===== src/rtl/pulse_meter.sv =====
// Pulse-train meter: synchronizes an asynchronous input and measures leading-to-leading
// (period) and leading-to-trailing (width) intervals in clk cycles. Optional checker: PULSE_METER_CHECK_EN.
module pulse_meter #(
  parameter logic B0          = 1'b0,
  parameter int   CW          = 16,
  parameter int   SYNC_STAGES = 2,
  parameter int   EXP_TW      = 8,
  parameter int   EXP_TP      = 16,
  parameter int   TOL         = 1
) (
  input  logic          clk,
  input  logic          rstn,
  input  logic          en,
  input  logic          in,
  output logic [CW-1:0] width,
  output logic [CW-1:0] period,
  output logic          meas_valid,
  output logic          locked,
  output logic          ovf,
  output logic          err_tw,
  output logic          err_tp
);

  typedef enum logic [1:0] {IDLE, ARM, HIGH, LOW} state_t;

  localparam logic [CW-1:0] CNT_MAX = '1;
  localparam logic [CW-1:0] CNT_ONE = CW'(1);

  state_t                 state;
  logic [SYNC_STAGES-1:0] sync_p0;
  logic                   s;
  logic                   s_d;
  logic                   lead;
  logic                   trail;
  logic [CW-1:0]          cnt;
  logic [CW-1:0]          w_lat;

  function automatic logic cnt_sat(input logic [CW-1:0] c);
    return c == CNT_MAX;
  endfunction

`ifdef PULSE_METER_CHECK_EN
  localparam logic [CW-1:0] EXP_TW_C = CW'(EXP_TW);
  localparam logic [CW-1:0] EXP_TP_C = CW'(EXP_TP);
  localparam logic [CW-1:0] TOL_C    = CW'(TOL);

  // Difference taken larger-minus-smaller so it never wraps.
  function automatic logic out_of_tol(input logic [CW-1:0] val, input logic [CW-1:0] expv);
    logic [CW-1:0] diff;
    diff = (val >= expv) ? (val - expv) : (expv - val);
    return diff > TOL_C;
  endfunction
`endif

  // Input synchronizer and edge-history register
  always_ff @(posedge clk or negedge rstn) begin
    if (!rstn) begin
      sync_p0 <= {SYNC_STAGES{B0}};
      s_d     <= B0;
    end else begin
      sync_p0 <= {sync_p0[SYNC_STAGES-2:0], in};
      s_d     <= s;
    end
  end

  assign s     = sync_p0[SYNC_STAGES-1];
  assign lead  = (s_d == B0) && (s != B0);
  assign trail = (s_d != B0) && (s == B0);

  // Measurement FSM; results and flags registered here
  always_ff @(posedge clk or negedge rstn) begin
    if (!rstn) begin
      state      <= IDLE;
      cnt        <= '0;
      w_lat      <= '0;
      width      <= '0;
      period     <= '0;
      meas_valid <= 1'b0;
      locked     <= 1'b0;
      ovf        <= 1'b0;
`ifdef PULSE_METER_CHECK_EN
      err_tw     <= 1'b0;
      err_tp     <= 1'b0;
`endif
    end else begin
      meas_valid <= 1'b0;
      if (!en) begin
        state  <= IDLE;
        cnt    <= '0;
        locked <= 1'b0;
        ovf    <= 1'b0;
      end else begin
        case (state)
          IDLE: begin
            cnt   <= '0;
            state <= ARM;
          end
          ARM: begin
            if (lead) begin
              cnt   <= CNT_ONE;
              state <= HIGH;
            end
          end
          HIGH: begin
            if (cnt_sat(cnt)) begin
              ovf    <= 1'b1;
              locked <= 1'b0;
              state  <= ARM;
            end else begin
              cnt <= cnt + CNT_ONE;
              if (trail) begin
                w_lat <= cnt;
                state <= LOW;
              end
            end
          end
          LOW: begin
            if (cnt_sat(cnt)) begin
              ovf    <= 1'b1;
              locked <= 1'b0;
              state  <= ARM;
            end else if (lead) begin
              period     <= cnt;
              width      <= w_lat;
              meas_valid <= 1'b1;
              locked     <= 1'b1;
              cnt        <= CNT_ONE;
              state      <= HIGH;
`ifdef PULSE_METER_CHECK_EN
              err_tw     <= out_of_tol(w_lat, EXP_TW_C);
              err_tp     <= out_of_tol(cnt, EXP_TP_C);
`endif
            end else begin
              cnt <= cnt + CNT_ONE;
            end
          end
          default: state <= IDLE;
        endcase
      end
    end
  end

`ifndef PULSE_METER_CHECK_EN
  assign err_tw = 1'b0;
  assign err_tp = 1'b0;
`endif

endmodule


===== config.mk =====
export PLATFORM = sky130hd
export DESIGN_NAME = pulse_meter
export DESIGN_NICKNAME = d
export VERILOG_FILES = /design/src/rtl/pulse_meter.sv
export SDC_FILE = /design/constraint.sdc
export NUM_CORES = 1
export LEC_CHECK = 0
export BUFFER_PORTS_ARGS = -buffer_cell sky130_fd_sc_hd__clkbuf_2
export CAP_MARGIN = 20
export CORE_UTILIZATION = 55
export CTS_CLUSTER_SIZE = 16
export DETAILED_ROUTE_END_ITERATION = 6
export GPL_TIMING_DRIVEN = 0
export PLACE_DENSITY = 0.76
export SLEW_MARGIN = 20
export SYNTH_ARGS = -nofsm -noshare
export SYNTH_HDL_FRONTEND = slang
export SYNTH_SLANG_ARGS = --single-unit

===== constraint.sdc =====
create_clock -name clk -period 2.8 [get_ports clk]
set_input_delay 0.42 -clock clk [delete_from_list [all_inputs] [get_ports clk]]
set_output_delay 0.42 -clock clk [all_outputs]
set_load 0.02 [all_outputs]

Word level (Yosys, flattened, before mapping)
Index checks and enable logic that the tools add are counted.

Add/subtract/negate cells: 1. Multipliers: 0. Div/mod/pow operators: 0. Order comparisons: 0. Eq/ne operators: 13. Shifts and indexed selects: 0. Muxes and demuxes: 24. Bitwise gates (word level): 3. Reduce and logical (&&, ||, !) cells: 9.

Operators by type and width (number): 16-bit two-way mux (5); 16-bit case mux with 4 select lines (1); 16-bit by 1-bit adder with 16-bit output (second input constant) (1); 16-bit == test (second input constant) (1); 3-bit != test (second input constant) (4); 1-bit two-way mux (11); 2-bit two-way mux (5); 4-bit != test (second input constant) (2); 2-bit case mux with 4 select lines (1); 4-bit AND reduction (2); 3-bit AND reduction (2); 2-bit == test (second input constant) (2); 3-bit by 1-bit != test with 1-bit output (second input constant) (1); 1-bit inverter (3); 2-bit by 1-bit == test with 1-bit output (second input constant) (1); 1-bit logical AND (2); 2-bit logical NOT (1); 2-bit by 1-bit != test with 1-bit output (second input constant) (1); 2-bit != test (second input constant) (1); 1-bit case mux with 2 select lines (1); 2-bit AND reduction (1); 2-bit OR reduction (1).

Register bits after elaboration: 72. Latch bits: 0. Memory bits (writable): 0. Memory bits (read-only): 0. Input port bits: 4. Output and inout bits: 37. Logic and storage cells: 60. Memories kept: 0.

Longest topological paths before layout
Gate-level depths: netlist (run 1).

Depth after elaboration: 6. Depth in mapped cells: 6. Depth with buffers taken out: 5.

Worst setup path before layout (run 1)
Ideal clock, no wire load.

Path kind: register to register. Start point: register cnt[0]. End point: register w_lat[10]. Setup time: 125 ps. Arrival time: 1878 ps. Required time: 2675 ps. Setup slack: 797 ps. Cell stages (with the launch flop): 7. Path buffers: 1. Cell sequence: dfrtp_1 ha_1 nand3_2 nor4_4 nor4_4 buf_6 mux2_4.

Longest elaborated chain between the ends: 3.

Ends and longest elaborated chain: from (decl) (line 35) `logic [CW-1:0] cnt;`; from (signal assigned) (line 110) `cnt <= cnt + CNT_ONE;`; from (signal assigned) (line 134) `cnt <= cnt + CNT_ONE;`; 16-bit == test (line 39) `return c == CNT_MAX;`; 1-bit inverter (no line); 4-bit AND reduction (no line); to (signal assigned) (line 112) `w_lat <= cnt;`; to (decl) (line 36) `logic [CW-1:0] w_lat;`.

Every way passes these cells. A chain may end at the register's enable or synchronous reset.

Worst setup path after layout (run 1)
Same ends and word-level chain as after synthesis.

==> key figures, run 1 <==
STA
  – Final Critical Period: 2360 ps
  – Period utilisation layout: 84.2%
  – Unrepaired setup endpoints after global routing: no
  – Clock skew: 11.9 ps
  – Worst setup margin: 441 ps
  – Slew @ Worst Pin: 660 ps
  – Final Max Slew Viols: 0
  – Fin Hold WS: 189 ps
  – Endpoints failing setup: 0
  – Slew margin rel.: 56.0%
  – Final TNS setup: 0 ps
  – Final hold viol count: 0
  – Fmax: 0.424 GHz

Yosys
  – Yosys top cell by area: dfrtp_1
  – Synth Cell Area: 3170 µm²
  – Distinct cells, synth: 45
  – Synth top area cells: dfrtp_1, mux2_2, mux2_4
  – Area fraction of the dominant cell type after synthesis: 56.9%
  – Syn avg cell area: 13.2 µm²
  – Synth warn: 0
  – #FFs+latches synth: 72
  – Share of the yosys chip area belonging to registers: 56.9%
  – Synthesized instance count: 239

Layout
  – Number of diodes: 0
  – Final non-filler cell total: 368
  – Area grow syn2layout: 15.9%
  – Commonest non-fill, non-tap cells in the layout: dfrtp_1, clkbuf_2, mux2_2
  – Commonest non-fill, non-tap cell in the layout: dfrtp_1
  – Share of layout cells above drive strength 1: 38.5%
  – Final Net Count: 296

Floorplan
  – Cell Rows: 27
  – Core area: 5540 µm²
  – Initial Utilization: 57.1%
  – Die area: 6060 µm²
  – Num ports: 41
  – Die Y: 77.9 µm
  – Die X: 77.9 µm

Power
  – Peak VDD IR: 0.318 mV
  – Pleak: 0.00176 µW
  – Pwr/cell area: 519 nW/µm²
  – Total Power: 1910 µW

Setup path
  – Critical Path Source Type: register
  – Crit path capture type: register
  – CP peak stage delay: 640 ps
  – Cells along the critical path: ha_1, nand3_2, nor4_4, nor4_4, buf_6, mux2_4
  – CP dominant cell by count: nor4_4
  – Critical Path AT: 2580 ps
  – Worst Path Max Fanout: 10
  – Worst path slowest cell: nor4_4
  – WP data required: 3030 ps
  – Setup Crit Path Kind: reg -> reg

Global routing
  – First-pass GRT wire length: 9720 µm
  – Number of global-route vias before repair: 1976
  – Largest net degree at the start of global routing: 55
  – Total gr overflow: 0
  – Antenna violations before repair: 0
  – Gr usage total: 21.4%

Clock tree
  – CTS tree: done
  – Clock sinks: 72
  – Postcts setup bufs: 0
  – Clock Path Buffers: 2
  – Clock slew at reported path FFs: 70 ps
  – Total CTS buffers: 9
  – H-tree depth: 3
  – Clk Latency, worst-skew pair: 340 ps
  – Clk root buf: clkbuf_8
  – Post-CTS resize count: 0

Place
  – Pre-CTS setup slack: 464 ps
  – GPL Wtd Cong: 0.851
  – # port buffers: 38
  – Placed instance count: 351
  – Final HPWL DP: 3940 µm

Route
  – Via density: 5.58
  – Drt initial violations: 115
  – DRC Markers: 0
  – Detail Route Antenna Nets: 0
  – WL final: 5820 µm
  – Drt first pass iters: 4
  – Routed via count: 2055
  – Routed len/inst: 15.8 µm

Run status
  – Status: complete, no violations

Hold path
  – Worst min path class: in -> reg

Flow run
  – Number of max-cap violations: 0
sequential cells by signal, indices dropped and copies added, names as in the netlist:
register	cells
cnt	16
locked	1
meas_valid	1
ovf	1
period	16
s_d	1
state	2
sync_p0	2
w_lat	16
width	16
final timing paths:
check	from	end	slack, ps	cells past startpoint
setup / recovery	cnt[0]	w_lat[10]	440	6
hold / removal	in	sync_p0[0]	190	1
setup reg to reg	cnt[0]	w_lat[10]	440	6
hold reg to reg	sync_p0[0]	sync_p0[1]	350	0
max in group asynchronous	rstn	period[12]	1720	3
min in group asynchronous	rstn	width[2]	520	2
metal layers:
| metal | share of wire [%] | wire, µm | global-route usage, % |
|---|---|---|---|
| met4 | 1.6 | 91 | 10.0 |
| met3 | 3.2 | 189 | 3.88 |
| met2 | 47 | 2750 | 32.7 |
| met5 | 0 | 0 | 0 |
| met1 | 48 | 2780 | 29.8 |
report_power, final:
part | switching, µW | leakage, µW | internal, µW
Clock | 368 | 0.0000941 | 408
Sequential | 9.92 | 0.000996 | 1050
Combinational | 46.8 | 0.000672 | 24.6
Total | 425 | 0.00176 | 1480
critical path, delay by kind of cell (launching register included):
family / cells / cell delay, ps
buf+inv: 1 / 200
flops: 1 / 470
simple gates: 3 / 1020
fa+ha+maj: 1 / 240
mux: 1 / 300
cell usage after synthesis, drive strengths merged:
cell type / n
a21boi: 2
a21oi: 10
a2bb2oi: 1
a311o: 1
a31oi: 4
a32oi: 1
and3: 2
and3b: 1
buf: 6
clkbuf: 6
conb: 1
dfrtp: 72
ha: 1
inv: 10
mux2: 48
mux2i: 1
nand2: 12
nand2b: 3
nand3: 5
nand3b: 1
nand4: 4
nor2: 8
nor2b: 3
nor3: 4
nor4: 3
o211ai: 8
o21a: 3
o21ai: 2
o221ai: 2
o22ai: 1
o311a: 1
o311ai: 1
o31a: 1
or2: 2
or3: 3
or4: 4
xnor2: 1
through the flow:
stage	utilization, %	instance area (µm²)
6_report	66.2	3670
5_1_grt	66.2	3670
4_1_cts	66.2	3670
3_5_place_dp	62.8	3480
3_3_place_gp	62.3	3450
2_1_floorplan	-	3170
repair_timing:
item / in CTS / in global routing
setup endpoints to repair: 0 / 0
hold buffers: 1 / 0
hold endpoints to repair: 18 / 0
logic make-up (layout without fill, tap and decap cells):
| kind of cell | Yosys count | after routing | synth area share (%) |
|---|---|---|---|
| other | 1 | 2 | 0.118 |
| XOR/XNOR | 1 | 1 | 0.277 |
| AO/OA/AOI/OAI | 38 | 38 | 8.30 |
| AND/OR/NAND/NOR | 55 | 55 | 10.9 |
| flip-flops | 72 | 72 | 56.9 |
| buffers and inverters | 22 | 78 | 3.79 |
| adder cells (fa/ha/maj) | 1 | 1 | 0.395 |
| multiplexers | 49 | 49 | 19.3 |
area by class of cell:
cell class	count	area, µm²
Timing Repair Buffer	40	230
Buffer	12	82.6
Tap cell	72	90.1
Multi-Input combinational cell	146	1250
Sequential cell	72	1800
Clock buffer	12	135
Inverter	10	37.5
Fill cell	452	1870
Clock inverter	4	45.0
(Power assumes the default switching activity.)
==> run 2, diff against run 1 <==
CORE_UTILIZATION = 51   (was 55)
PLACE_DENSITY = 0.75   (was 0.76)
clock period = 2.01 ns   (was 2.8 ns; I/O delays follow)
==> run 2 against run 1 <==
- clock skew is 5.3 ps lower
- critical path depth is 2 higher
- non-clock buffer count is 8 higher
- cell count is 3.0% higher
- maximum frequency is 22% higher
- die area is 7.6% higher
- design area is 5.4% higher
- worst setup slack worse by 370 ps
- hold slack worse by 130 ps
- critical path type unchanged
- register-to-register slack worse by 370 ps
==> key figures, run 2 (same netlist as run 1, synthesis figures left out) <==
Run status
  – Status: complete, no violations

Power
  – Sequential Power Share: 51.0%
  – Sw Ratio: 21.7%
  – Switching power: 628 µW
  – Clock Power Share: 45.3%
  – Peak VDD IR: 0.468 mV
  – Int Pwr: 2260 µW
  – Pwr/cell area: 747 nW/µm²
  – Pleak: 0.00185 µW
  – Logic pwr share: 3.7%

Setup path
  – Critical Path AT: 2180 ps
  – Crit path capture type: register
  – Setup Crit Path Kind: reg -> reg
  – Worst Path Max Fanout: 7
  – Critical Path Source Type: register
  – WP data required: 2250 ps

Layout
  – Commonest non-fill, non-tap cell in the layout: dfrtp_1
  – Share of layout cells above drive strength 1: 47.7%
  – Final non-filler cell total: 379
  – Final Net Count: 304
  – Area grow syn2layout: 22.2%
  – Number of diodes: 0
  – Commonest non-fill, non-tap cells in the layout: dfrtp_1, clkbuf_2, mux2_2

STA
  – Final Critical Period: 1940 ps
  – Endpoints failing setup: 0
  – Period utilisation layout: 96.5%
  – Clock skew: 6.57 ps
  – Fmax: 0.516 GHz
  – Slew @ Worst Pin: 518 ps
  – Worst setup margin: 70.4 ps
  – Slew margin rel.: 65.5%
  – Final hold viol count: 0
  – Fin Hold WS: 54.1 ps
  – Final Max Slew Viols: 0

Floorplan
  – Cell Rows: 28
  – Die area: 6530 µm²
  – Die X: 80.8 µm
  – Core area: 5960 µm²
  – Initial Utilization: 53.2%
  – Die Y: 80.8 µm
  – Num ports: 41

Place
  – Placed instance count: 354
  – Pre-CTS setup slack: -307 ps
  – GPL Wtd Cong: 0.813
  – # port buffers: 38
  – Final HPWL DP: 3910 µm

Clock tree
  – Clock slew at reported path FFs: 70 ps
  – Total CTS buffers: 9
  – Clk root buf: clkbuf_8
  – CTS tree: done
  – Clk Latency, worst-skew pair: 350 ps
  – Clock Path Buffers: 2
  – H-tree depth: 3
  – Clock sinks: 72

Route
  – DRC Markers: 0
  – Drt initial violations: 127
  – Detail Route Antenna Nets: 0
  – Drt first pass iters: 4
  – WL final: 6250 µm
  – Via density: 5.61
  – Routed via count: 2128
  – Routed len/inst: 16.5 µm

Global routing
  – First-pass GRT wire length: 10000 µm
  – Gr usage total: 21.0%
  – Number of global-route vias before repair: 2036
  – Antenna violations before repair: 0
  – Total gr overflow: 0
  – Largest net degree at the start of global routing: 44

Flow run
  – Number of max-cap violations: 0

Hold path
  – Worst min path class: in -> reg
[run 2: cell count changes in the layout (fill, tap and decap cells not counted), sizes merged]
cell and change:
bufinv +1, clkbuf -4, buf +11
[run 2: worst paths after layout]
path	depth (start not counted)	end	from	slack, ps
setup / recovery	8	period[0]	cnt[7]	70
hold / removal	1	sync_p0[0]	in	50
setup reg to reg	8	period[0]	cnt[7]	70
hold reg to reg	0	sync_p0[1]	sync_p0[0]	350
max in group asynchronous	3	cnt[5]	rstn	970
min in group asynchronous	2	width[1]	rstn	460
[run 2: layout make-up]
cell class              count  area (µm²)
fillers                   428        2090
flip-flops and latches     72        1820
multi-input cells         146        1300
repair buffers             51         309
clock buffers              11         151
well taps                  75        93.8
plain buffers               9        81.3
clock inverters             5        78.8
inverters                  10        37.5
[run 2: repair_timing]
item                                    CTS  global route
buffers inserted                          7             3
resized for setup                         7            19
cloned                                    1             0
pin swaps                                 4             1
hold endpoints to repair                 29             0
endpoints found under the setup margin   66            55
hold buffers                              1             0
[run 2: power groups by stage]
stage | combinational [µW] | sequential [µW] | clock, µW
floorplan | 46.7 | 1500 | 0
global placement | 91.3 | 1500 | 0
detailed placement | 99.7 | 1500 | 0
CTS | 104 | 1470 | 1320
global route | 121 | 1470 | 1380
finish | 107 | 1470 | 1310
[run 2: per-layer routing]
layer / vias to the layer above / wire length, µm / global-route usage [%]
li1: 995 / - / -
met1: 1064 / 2800 / 28.6
met2: 56 / 3080 / 30.9
met3: 13 / 218 / 4.16
met4: 0 / 158 / 12.9
met5: - / 0 / 0
[run 2: per-stage QoR]
step | cell area [µm²] | setup TNS (ps) | total power (µW) | utilization (%)
finish | 3870 | 0 | 2890 | 64.9
global route | 3870 | -71.8 | 2980 | 64.9
CTS | 3790 | 0 | 2900 | 63.7
detailed placement | 3480 | -13820 | 1600 | 58.4
global placement | 3450 | -11940 | 1590 | 58.0
floorplan | 3170 | 0 | 1550 | -
[run 2: worst max-delay path: stages (launching register included)]
cell and delay, ps:
dfrtp_2 440, nand4_1 140, buf_4 190, nor4_4 210, buf_4 190, nor3_4 50, buf_4 140, buf_4 170
mux2_4 300
==> run 3, diff against run 2 <==
MAX_ROUTING_LAYER = met4   (was unset)
==> run 3 against run 2 <==
- cell count is the same
- critical endpoint is now period[10]
- first-iteration DRC count grew 45%
- worst setup slack lost 8.1 ps
- critical path type unchanged
- sequential share of layout area is the same
- critical path depth is the same
- largest power group unchanged
- routed wire length grew 0.43%
- total power is essentially flat
==> key figures, run 3 (same netlist as run 1, synthesis figures left out) <==
Run status
  – Status: complete, no violations

Place
  – Final HPWL DP: 3910 µm
  – # port buffers: 38
  – GPL Wtd Cong: 0.825

Global routing
  – M2 GR Usage: 31.0%
  – Met1 usage: 28.5%
  – Largest net degree at the start of global routing: 44
  – Antenna violations before repair: 0
  – First-pass GRT wire length: 10000 µm
  – Gr usage total: 21.5%
  – GR peak layer: met2
  – Grt met3 use: 4.83%
  – Number of global-route vias before repair: 2035
  – Total gr overflow: 0

Setup path
  – Worst r2r dst: period[10]
  – R2R depth: 8
  – RR Startpoint: cnt[0]
  – Crit path capture type: register
  – Worst path slowest cell: dfrtp_2
  – Worst Path Max Fanout: 10
  – Setup Crit Path Kind: reg -> reg
  – WP data required: 2250 ps
  – CP bufs+invs: 3
  – Delay-heaviest family, CP: flip-flops
  – Setup slack, reg-to-reg: 60 ps
  – Critical Path Source Type: register
  – CP peak stage delay: 460 ps
  – Critical Path AT: 2180 ps
  – Cells along the critical path: ha_4, nand3_4, nor4_4, buf_4, nor3_4, buf_6, buf_8, mux2_2

Floorplan
  – Initial Utilization: 53.2%
  – Cell Rows: 28
  – Num ports: 41
  – Core area: 5960 µm²
  – Die Y: 80.8 µm
  – Die X: 80.8 µm
  – Die area: 6530 µm²

Route
  – Drt initial violations: 184
  – Routed len/inst: 16.6 µm
  – WL final: 6280 µm
  – Detail Route Antenna Nets: 0
  – DRC Markers: 0
  – Via density: 5.63
  – Drt first pass iters: 4
  – Routed via count: 2134

STA
  – Final hold viol count: 0
  – Clock skew: 5.73 ps
  – Fmax: 0.513 GHz
  – Period utilisation layout: 96.9%
  – Final Critical Period: 1950 ps
  – Fin Hold WS: 54.8 ps
  – Final Max Slew Viols: 0
  – Endpoints failing setup: 0

Hold path
  – Hold path depth: 1
  – Worst min path class: in -> reg
  – Worst Hold Launch: in
  – Hold Path Sink: sync_p0[0]

Clock tree
  – Clock sinks: 72
  – Total CTS buffers: 9
  – CTS tree: done
  – Clk root buf: clkbuf_8
  – Clock slew at reported path FFs: 70 ps
  – Clock Path Buffers: 2
  – H-tree depth: 3
  – Clk Latency, worst-skew pair: 350 ps

Layout
  – Area grow syn2layout: 22.2%
  – Final Net Count: 304
  – Share of layout cells above drive strength 1: 47.7%
  – Commonest non-fill, non-tap cell in the layout: dfrtp_1
  – Number of diodes: 0
  – Commonest non-fill, non-tap cells in the layout: dfrtp_1, clkbuf_2, mux2_2

Flow run
  – Number of max-cap violations: 0

Power
  – Total Power: 2890 µW
  – Pleak: 0.00185 µW
  – Pwr/cell area: 747 nW/µm²
  – Peak VDD IR: 0.463 mV
run 3: cell counts in the layout (fill, tap and decap cells not counted):
No cell type changed its count.
run 3: final cells by class:
class                           count  area (µm²)
Timing Repair Buffer               51         309
Clock buffer                       11         151
Clock inverter                      5        78.8
Tap cell                           75        93.8
Fill cell                         428        2090
Sequential cell                    72        1820
Buffer                              9        81.3
Inverter                           10        37.5
Multi-Input combinational cell    146        1300
run 3: per-layer routing:
metal / part of all wire [%] / vias to the layer above
li1: - / 1002
met1: 45 / 1060
met2: 49 / 61
met3: 4.2 / 11
met4: 2.0 / 0
met5: 0 / -
run 3: worst max path at each step:
stage / from / end / slack, ps / cells past startpoint
floorplan: cnt[0] / w_lat[10] / 7 / 6
CTS: cnt[7] / width[4] / 5 / 7
global placement: cnt[0] / w_lat[9] / -290 / 6
global route: cnt[0] / period[14] / -20 / 8
detailed placement: cnt[0] / w_lat[9] / -310 / 6
finish: cnt[0] / period[10] / 60 / 8
run 3: per-stage QoR:
stage	std cells	setup TNS (ps)	area [µm²]	worst slack [ps]	util, %
6_report	379	0	3870	62.3	64.9
5_1_grt	379	-118	3870	-16.3	64.9
4_1_cts	377	0	3790	4.88	63.7
3_5_place_dp	354	-13820	3480	-307	58.4
3_3_place_gp	353	-11940	3450	-286	58.0
2_1_floorplan	240	0	3170	6.89	-
run 3: power breakdown:
| group | total [µW] | internal, µW | leakage, µW | switching, µW |
|---|---|---|---|---|
| clock | 1310 | 764 | 0.000119 | 542 |
| combinational | 107 | 37.9 | 0.000754 | 68.9 |
| sequential | 1470 | 1460 | 0.000978 | 15.1 |
run 3: timing repair:
action                                  CTS  global route
pin swaps                                 4             1
hold endpoints to repair                 29             0
resized for setup                         7            19
endpoints found under the setup margin   66            48
setup buffers                             7             3
hold buffers                              1             0
cloned                                    1             0
